===== config.mk =====
export PLATFORM = sky130hd
export DESIGN_NAME = wb_merge
export DESIGN_NICKNAME = d
export VERILOG_FILES = /design/src/rtl/wb_merge.sv
export SDC_FILE = /design/constraint.sdc
export NUM_CORES = 1
export LEC_CHECK = 0
export BUFFER_PORTS_ARGS = -buffer_cell sky130_fd_sc_hd__buf_4
export CAP_MARGIN = 25
export CORE_ASPECT_RATIO = 1.1
export CORE_MARGIN = 2
export CORE_UTILIZATION = 49
export DETAILED_ROUTE_END_ITERATION = 7
export GPL_TIMING_DRIVEN = 1
export PLACE_DENSITY = 0.82
export SYNTH_ARGS = -nofsm -noshare
export SYNTH_HDL_FRONTEND = slang
export SYNTH_SLANG_ARGS = --single-unit

===== constraint.sdc =====
create_clock -name clk -period 3.8 [get_ports clk]
set_clock_uncertainty 0.05 [all_clocks]
set_input_delay 0.38 -clock clk [delete_from_list [all_inputs] [get_ports clk]]
set_output_delay 0.38 -clock clk [all_outputs]
set_load 0.1 [all_outputs]

===== src/rtl/wb_merge.sv =====
// Write-back merge: pipeline writes win the register-file port, MDU results
// queue in a small FIFO and are squashed when a newer pipeline write hits the same register.
module wb_merge #(
    parameter int DEPTH = 2
) (
    input  logic        clk,
    input  logic        rst,
    input  logic        pipe_we,
    input  logic [4:0]  pipe_wa,
    input  logic [31:0] pipe_wd,
    input  logic        mdu_valid,
    output logic        mdu_ready,
    input  logic [4:0]  mdu_wa,
    input  logic [31:0] mdu_wd,
    output logic        we,
    output logic [4:0]  wa,
    output logic [31:0] wd,
    output logic [31:0] busy
);
    localparam int PW = $clog2(DEPTH);
    localparam int CW = PW + 1;
    localparam logic [CW-1:0] DEPTH_C = CW'(DEPTH);
    localparam logic [PW-1:0] PTR_ONE = PW'(1);
    localparam logic [CW-1:0] CNT_ONE = CW'(1);

    logic [DEPTH-1:0]       fifo_vld_q, fifo_vld_d;
    logic [DEPTH-1:0][4:0]  fifo_wa_q, fifo_wa_d;
    logic [DEPTH-1:0][31:0] fifo_wd_q, fifo_wd_d;
    logic [PW-1:0]          head_q, head_d, tail_q, tail_d;
    logic [CW-1:0]          count_q, count_d;
    logic                   we_q, we_d;
    logic [4:0]             wa_q, wa_d;
    logic [31:0]            wd_q, wd_d;

    logic        pipe_act_s, fire_s, empty_s, drop_s, mdu_ok_s;
    logic        pop_s, direct_s, push_s;
    logic [31:0] busy_s;

    assign mdu_ready  = (count_q < DEPTH_C);
    assign pipe_act_s = pipe_we && (pipe_wa != 5'd0);
    assign fire_s     = mdu_valid && mdu_ready;
    assign empty_s    = (count_q == {CW{1'b0}});
    // A same-cycle pipe write to the same register is newer, so the MDU result is discarded.
    assign drop_s     = fire_s && pipe_act_s && (mdu_wa == pipe_wa);
    assign mdu_ok_s   = fire_s && (mdu_wa != 5'd0) && !drop_s;
    assign pop_s      = !pipe_act_s && !empty_s;
    assign direct_s   = !pipe_act_s && empty_s && mdu_ok_s;
    assign push_s     = mdu_ok_s && !direct_s;

    // Next-state for FIFO, pointers, count and the registered write port.
    always_comb begin
        fifo_wa_d = fifo_wa_q;
        fifo_wd_d = fifo_wd_q;
        head_d    = head_q;
        tail_d    = tail_q;
        count_d   = count_q;
        we_d      = 1'b0;
        wa_d      = 5'd0;
        wd_d      = 32'd0;

        for (int i = 0; i < DEPTH; i++) begin
            fifo_vld_d[i] = fifo_vld_q[i] && !(pipe_act_s && (fifo_wa_q[i] == pipe_wa));
        end

        if (pipe_act_s) begin
            we_d = 1'b1;
            wa_d = pipe_wa;
            wd_d = pipe_wd;
        end else if (pop_s) begin
            we_d = fifo_vld_q[head_q];
            wa_d = fifo_vld_q[head_q] ? fifo_wa_q[head_q] : 5'd0;
            wd_d = fifo_vld_q[head_q] ? fifo_wd_q[head_q] : 32'd0;
        end else if (direct_s) begin
            we_d = 1'b1;
            wa_d = mdu_wa;
            wd_d = mdu_wd;
        end else begin
            we_d = 1'b0;
        end

        if (pop_s) begin
            fifo_vld_d[head_q] = 1'b0;
            head_d             = head_q + PTR_ONE;
        end else begin
            head_d = head_q;
        end

        // Push never lands on the popped slot: pop needs count>0, push needs count<DEPTH.
        if (push_s) begin
            fifo_vld_d[tail_q] = 1'b1;
            fifo_wa_d[tail_q]  = mdu_wa;
            fifo_wd_d[tail_q]  = mdu_wd;
            tail_d             = tail_q + PTR_ONE;
        end else begin
            tail_d = tail_q;
        end

        case ({push_s, pop_s})
            2'b10:   count_d = count_q + CNT_ONE;
            2'b01:   count_d = count_q - CNT_ONE;
            default: count_d = count_q;
        endcase
    end

    // Busy vector from valid queued entries; x0 is never reported.
    always_comb begin
        busy_s = 32'd0;
        for (int i = 0; i < DEPTH; i++) begin
            busy_s[fifo_wa_q[i]] = busy_s[fifo_wa_q[i]] | fifo_vld_q[i];
        end
        busy_s[0] = 1'b0;
    end

    assign busy = busy_s;
    assign we   = we_q;
    assign wa   = wa_q;
    assign wd   = wd_q;

    // State registers with asynchronous reset.
    always_ff @(posedge clk or posedge rst) begin
        if (rst) begin
            fifo_vld_q <= '0;
            fifo_wa_q  <= '0;
            fifo_wd_q  <= '0;
            head_q     <= '0;
            tail_q     <= '0;
            count_q    <= '0;
            we_q       <= 1'b0;
            wa_q       <= 5'd0;
            wd_q       <= 32'd0;
        end else begin
            fifo_vld_q <= fifo_vld_d;
            fifo_wa_q  <= fifo_wa_d;
            fifo_wd_q  <= fifo_wd_d;
            head_q     <= head_d;
            tail_q     <= tail_d;
            count_q    <= count_d;
            we_q       <= we_d;
            wa_q       <= wa_d;
            wd_q       <= wd_d;
        end
    end
endmodule


### After elaboration in Yosys (flattened, before gate mapping)

Memories as Yosys holds them, arrays and structs flattened.
Index checks and enable logic that the tools add are counted.

* bits of input ports: 78
* memories: 1
* flip-flop bits (word level): 118
* output and inout bits: 71
* ROM bits: 32
* word-level logic and storage cells: 102

Memories
* (name not given): words 32, bits a word 1, rd ports 1, clocked after memory_dff 0, write ports 0, line 109 `busy_s[fifo_wa_q[i]] = busy_s[fifo_wa_q[i]] | fifo_vld_q[i];`

* $add $sub $neg: 4
* reductions and logical operators: 28
* equal/unequal tests: 5
* muxes and demuxes: 38
* bitwise operators: 6
* magnitude comparators: 9

Operator list (number)
* $mux 32: 7
* $bwmux 64: 1
* $mux 5: 7
* $and 32x32->32: 1
* $bwmux 32: 1
* $demux 32 s1: 1
* $logic_and 1x1->1: 18
* $eq 5x5->1: 3
* $lt 5x6->1 const B: 2
* $mux 1: 11
* $bwmux 10: 1
* $demux 1 s5: 2
* $ge 5x1->1 const B: 2
* $reduce_bool 5->1: 2
* $logic_not 1->1: 6
* $bmux 1 s5: 1
* $demux 5 s1: 1
* $lt 1x2->1 const B: 2
* $mux 2: 2
* $pmux 2 s2: 1
* $add 1x1->1 const B: 2
* $add 2x1->2 const B: 1
* $and 2x2->2: 1
* $demux 1 s1: 2
* 10 further kinds: 12

### Logic depth before layout (Yosys ltp)

* word-level depth: 11
* gate-level depth with buffers: 9
* mapped depth without buffers: 8

### Worst setup path before layout

OpenSTA, ideal clock, no wires.

* path kind: flip-flop to output port
* from: register fifo_wa_q[9] (netlist bit)
* to: output busy[24]
* cell stages (with the launch flop): 7
* setup slack: -868 ps
* required time: 3370 ps
* path buffers: 1
* arrival time: 4238 ps
* cells stage by stage: dfrtp_1 -> clkbuf_1 -> xnor2_1 -> nand3_1 -> a21oi_1 -> nor2_1 -> o41ai_1

* cells in the longest elaborated chain, start to end: 5
* elaborated cells on any way between the ends: 9
* classes of those cells: order compare (2); mux (5); bitwise (1); reduce/logical (1)

Ends and longest elaborated chain
* from (decl): line 27 `logic [DEPTH-1:0][4:0] fifo_wa_q, fifo_wa_d;`
* from (signal assigned): line 133 `fifo_wa_q <= fifo_wa_d;`
* $lt 5x6->1 (not written as such) or $ge 5x1->1 (tied branches): line 109
* $logic_and 1x1->1 (not written as such): line 109
* $mux 1 (not written as such): line 109
* $demux 1 s5: line 109
* $bwmux 32 *: line 109
* to (decl): line 18 `output logic [31:0] busy`

Mark *: on every way between the ends. The rest lies on a longest branch, timed or not. The select of a mux whose other input is x is not followed.

### Worst setup path in the final report

* from: register fifo_wa_q[5] (netlist bit)
* to: output busy[13]

The elaborated chain is that of the path after synthesis.

==> impl_results.rst <==
.. list-table::
   :header-rows: 1

   * - Metric
     - Value
   * - Number of buffers created by CTS
     - 17
   * - DRT iter0 DRCs
     - 407
   * - Result of the run
     - finished, final reports clean
   * - Number of post-CTS setup repair buffers
     - 0
   * - TritonRoute pass-1 iters
     - 5
   * - Most frequent cells after synthesis
     - 118 x dfrtp_1, 38 x mux2_4, 38 x mux2i_1
   * - Post-Place Setup Slack
     - 818 ps
   * - Period utilisation layout
     - 80.4%
   * - Setup WS post-layout
     - 744 ps
   * - Initial core utilization
     - 49.6%
   * - Post-layout util
     - 63.0%
   * - Largest fanout on the critical path
     - 21
   * - Flip-flop and latch count after synthesis
     - 118
   * - Slowest Stage Delay on Critical Path
     - 800 ps
   * - CTS tree
     - built
   * - Routability-driven placement congestion ratio
     - 0.862
   * - Most numerous cell in the Yosys netlist
     - dfrtp_1
   * - Drc violations
     - 0
   * - Multi-input gate area in the final layout
     - 3000 um2
   * - Max rail drop VDD
     - 0.498 mV
   * - Clock Path Buffers
     - 2
   * - YS warnings
     - 0
   * - Resized cells post-CTS
     - 0
   * - Crit end category
     - primary output
   * - Via count of the first global-routing pass
     - 4945
   * - Initial antenna violation count
     - 0
   * - Async set-reset flop share out of synthesis
     - 100%
   * - Largest net degree at the start of global routing
     - 71
   * - Syn_nets
     - 601
   * - Max-cap viol count
     - 0
   * - Count of final hold-check violations
     - 0
   * - Number of flops mapped to enable cells by yosys
     - 0
   * - Diodes inserted
     - 0
   * - Arrival time worst endpoint
     - 2630 ps
   * - Cells traversed along the worst timing path
     - xnor2_1 > nand4_1 > a21oi_1 > nor2_1 > buf_4 > o31ai_1 > buf_4
   * - Critical path class
     - reg -> out
   * - Clock-pin slew of the registers on the worst-case setup and hold paths
     - 50 ps
   * - Worst slew slack as a fraction of its limit
     - 42.4%
   * - Width of the die
     - 111 um
   * - Post-Synthesis Cell Area
     - 6190 um2
   * - Setup-violating endpoint count in the final report
     - 0
   * - CP most frequent cell
     - buf_4
   * - Leak Pwr
     - 0.00351 uW
   * - Layout fillers
     - 974
   * - Number of H-tree levels
     - 4
   * - Hold-fix buffers, CTS
     - 0
   * - Core box area
     - 12500 um2
   * - Net count of the finished layout
     - 733
   * - Fin crit period
     - 3060 ps
   * - First-pass GRT wire length
     - 25000 um
   * - Detail-routed net length per standard cell
     - 19.4 um
   * - Clock root cell
     - clkbuf_16
   * - Maximum achievable frequency
     - 327 MHz
   * - CP Data Required Time
     - 3370 ps
   * - Sequential cell area in the final layout
     - 2950 um2
   * - DIE AREA
     - 13600 um2
   * - Most used DFF post-synth
     - dfrtp_1
   * - Clock network latency to the later pin of the worst-skew pair
     - 410 ps
   * - Worst Tran Pin Value
     - 862 ps
   * - Share of the synthesized area in the top cell type
     - 47.7%
   * - Boundary Pins
     - 149
   * - Global-route usage over all layers
     - 22.9%
   * - Antenna Violating Nets Remaining
     - 0
   * - Synth-to-Final Area Change
     - 26.9%
   * - GR Overflow Total
     - 0
   * - Highest-delay cell along the critical path
     - dfrtp_1
   * - Number of clock sinks
     - 118
   * - WL final
     - 15900 um
   * - Post-Syn Instances
     - 522
   * - Family of cells with the greatest summed delay on the critical path
     - flip-flops
   * - Setup repair after global routing missed its margin
     - false
   * - Number of library cell types mapped by synthesis
     - 44
   * - Number of pins exceeding their max-slew limit in the final report
     - 0
   * - Crit path buffers/inverters
     - 2
   * - Share of cells above drive strength 1
     - 41.4%
   * - Overall die height
     - 122 um
   * - Input/output buffers
     - 147
   * - Hold crit path type
     - in -> async
   * - Top cell type by total area after synthesis
     - dfrtp_1
   * - Via count normalized by instance count
     - 5.93
   * - Setup crit start kind
     - register
   * - Post-detail-place hpwl
     - 10600 um
   * - Share of the yosys chip area belonging to registers
     - 47.7%
   * - Top cells by area, synth
     - dfrtp_1 48%, mux2_4 9.2%, mux2_2 6.5%
   * - Power density cells
     - 929 nW/um2
   * - Vias after detailed routing
     - 4878
   * - Site row count
     - 43
   * - Average cell area after synthesis
     - 11.9 um2
## logic make-up (layout without fill, tap and decap cells)
kind of cell / count (synthesis) / count (layout) / synth area share, %
flops: 118 / 118 / 47.7
simple gates: 93 / 93 / 8.46
compound gates: 127 / 127 / 13.8
other cells: 1 / 1 / 0.0605
mux: 112 / 112 / 21.9
xor+xnor: 23 / 23 / 3.25
fa+ha+maj: 1 / 1 / 0.202
buf+inv: 47 / 190 / 4.65
## per-layer routing
metal	vias up	wire length, um	track usage [%]	share of wire, %
met5	-	0	0	0
met4	0	321	8.33	2.0
met3	31	754	5.17	4.7
met2	185	8220	39.5	52
met1	2469	6650	28.6	42
li1	2193	-	-	-
## cell usage in the layout, fill, tap and decap left out, types with 5 or more instances in the layout
cell type,count
a22oi_1,33
buf_4,157
clkbuf_16,17
clkinv_2,7
dfrtp_1,117
mux2_2,36
mux2_4,38
mux2i_1,38
nand2_1,18
nand3_1,21
nor2_1,14
nor2b_1,6
nor3b_1,5
o211ai_1,14
o21ai_0,27
o21ai_1,22
o31ai_1,10
xnor2_1,17
xor2_1,6
## power breakdown
part | internal (uW) | total, uW | switching, uW | leakage (uW)
logic | 1290 | 3600 | 2310 | 0.00182
clock network | 849 | 1390 | 538 | 0.000257
registers | 1810 | 2320 | 508 | 0.00143
## through the flow
stage | area [um2] | total power [uW] | std cells | TNS [ps] | hold WS [ps]
after floorplan | 6220 | 5160 | 522 | -2260 | 430
after global placement | 7340 | 5760 | 791 | 0 | 438
after detailed placement | 7340 | 5890 | 791 | 0 | 445
after CTS | 7850 | 7310 | 821 | 0 | 134
after global routing | 7860 | 7630 | 822 | 0 | 156
final | 7860 | 7300 | 822 | 0 | 105
## final timing paths
kind | cells after the start | endpoint | from | slack [ps]
setup / recovery | 7 | busy[13] | fifo_wa_q[5] | 740
hold / removal | 2 | wd[19] | rst | 110
setup reg to reg | 6 | wd[6] | count_q[1] | 1310
hold reg to reg | 1 | fifo_wd_q[8] | fifo_wd_q[8] | 450
max in group asynchronous | 3 | head_q | rst | 2690
min in group clk | 2 | fifo_wd_q[45] | mdu_wd[13] | 170
## worst register-to-register path, stage by stage (launching register included)
cell,delay [ps]
dfrtp_1,430
inv_1,140
o211ai_1,320
nor3_4,780
buf_4,400
a22oi_1,130
o21ai_0,140
## sequential cells by signal, summed over array words and instances, names as in the netlist
| register | count |
|---|---|
| fifo_wd_q | 64 |
| head_q | 1 |
| tail_q | 1 |
| count_q | 2 |
| fifo_vld_q | 2 |
| wa | 5 |
| we | 1 |
| fifo_wa_q | 10 |
| wd | 32 |
## final cells by class
class,instances,share of cell area [%]
tap,157,2.50
clock inverter,10,0.748
multi-input combinational,357,38.2
clock buffer,20,5.81
sequential,118,37.6
timing repair buffer,157,15.0
inverter,3,0.175
(Power assumes the default switching activity.)
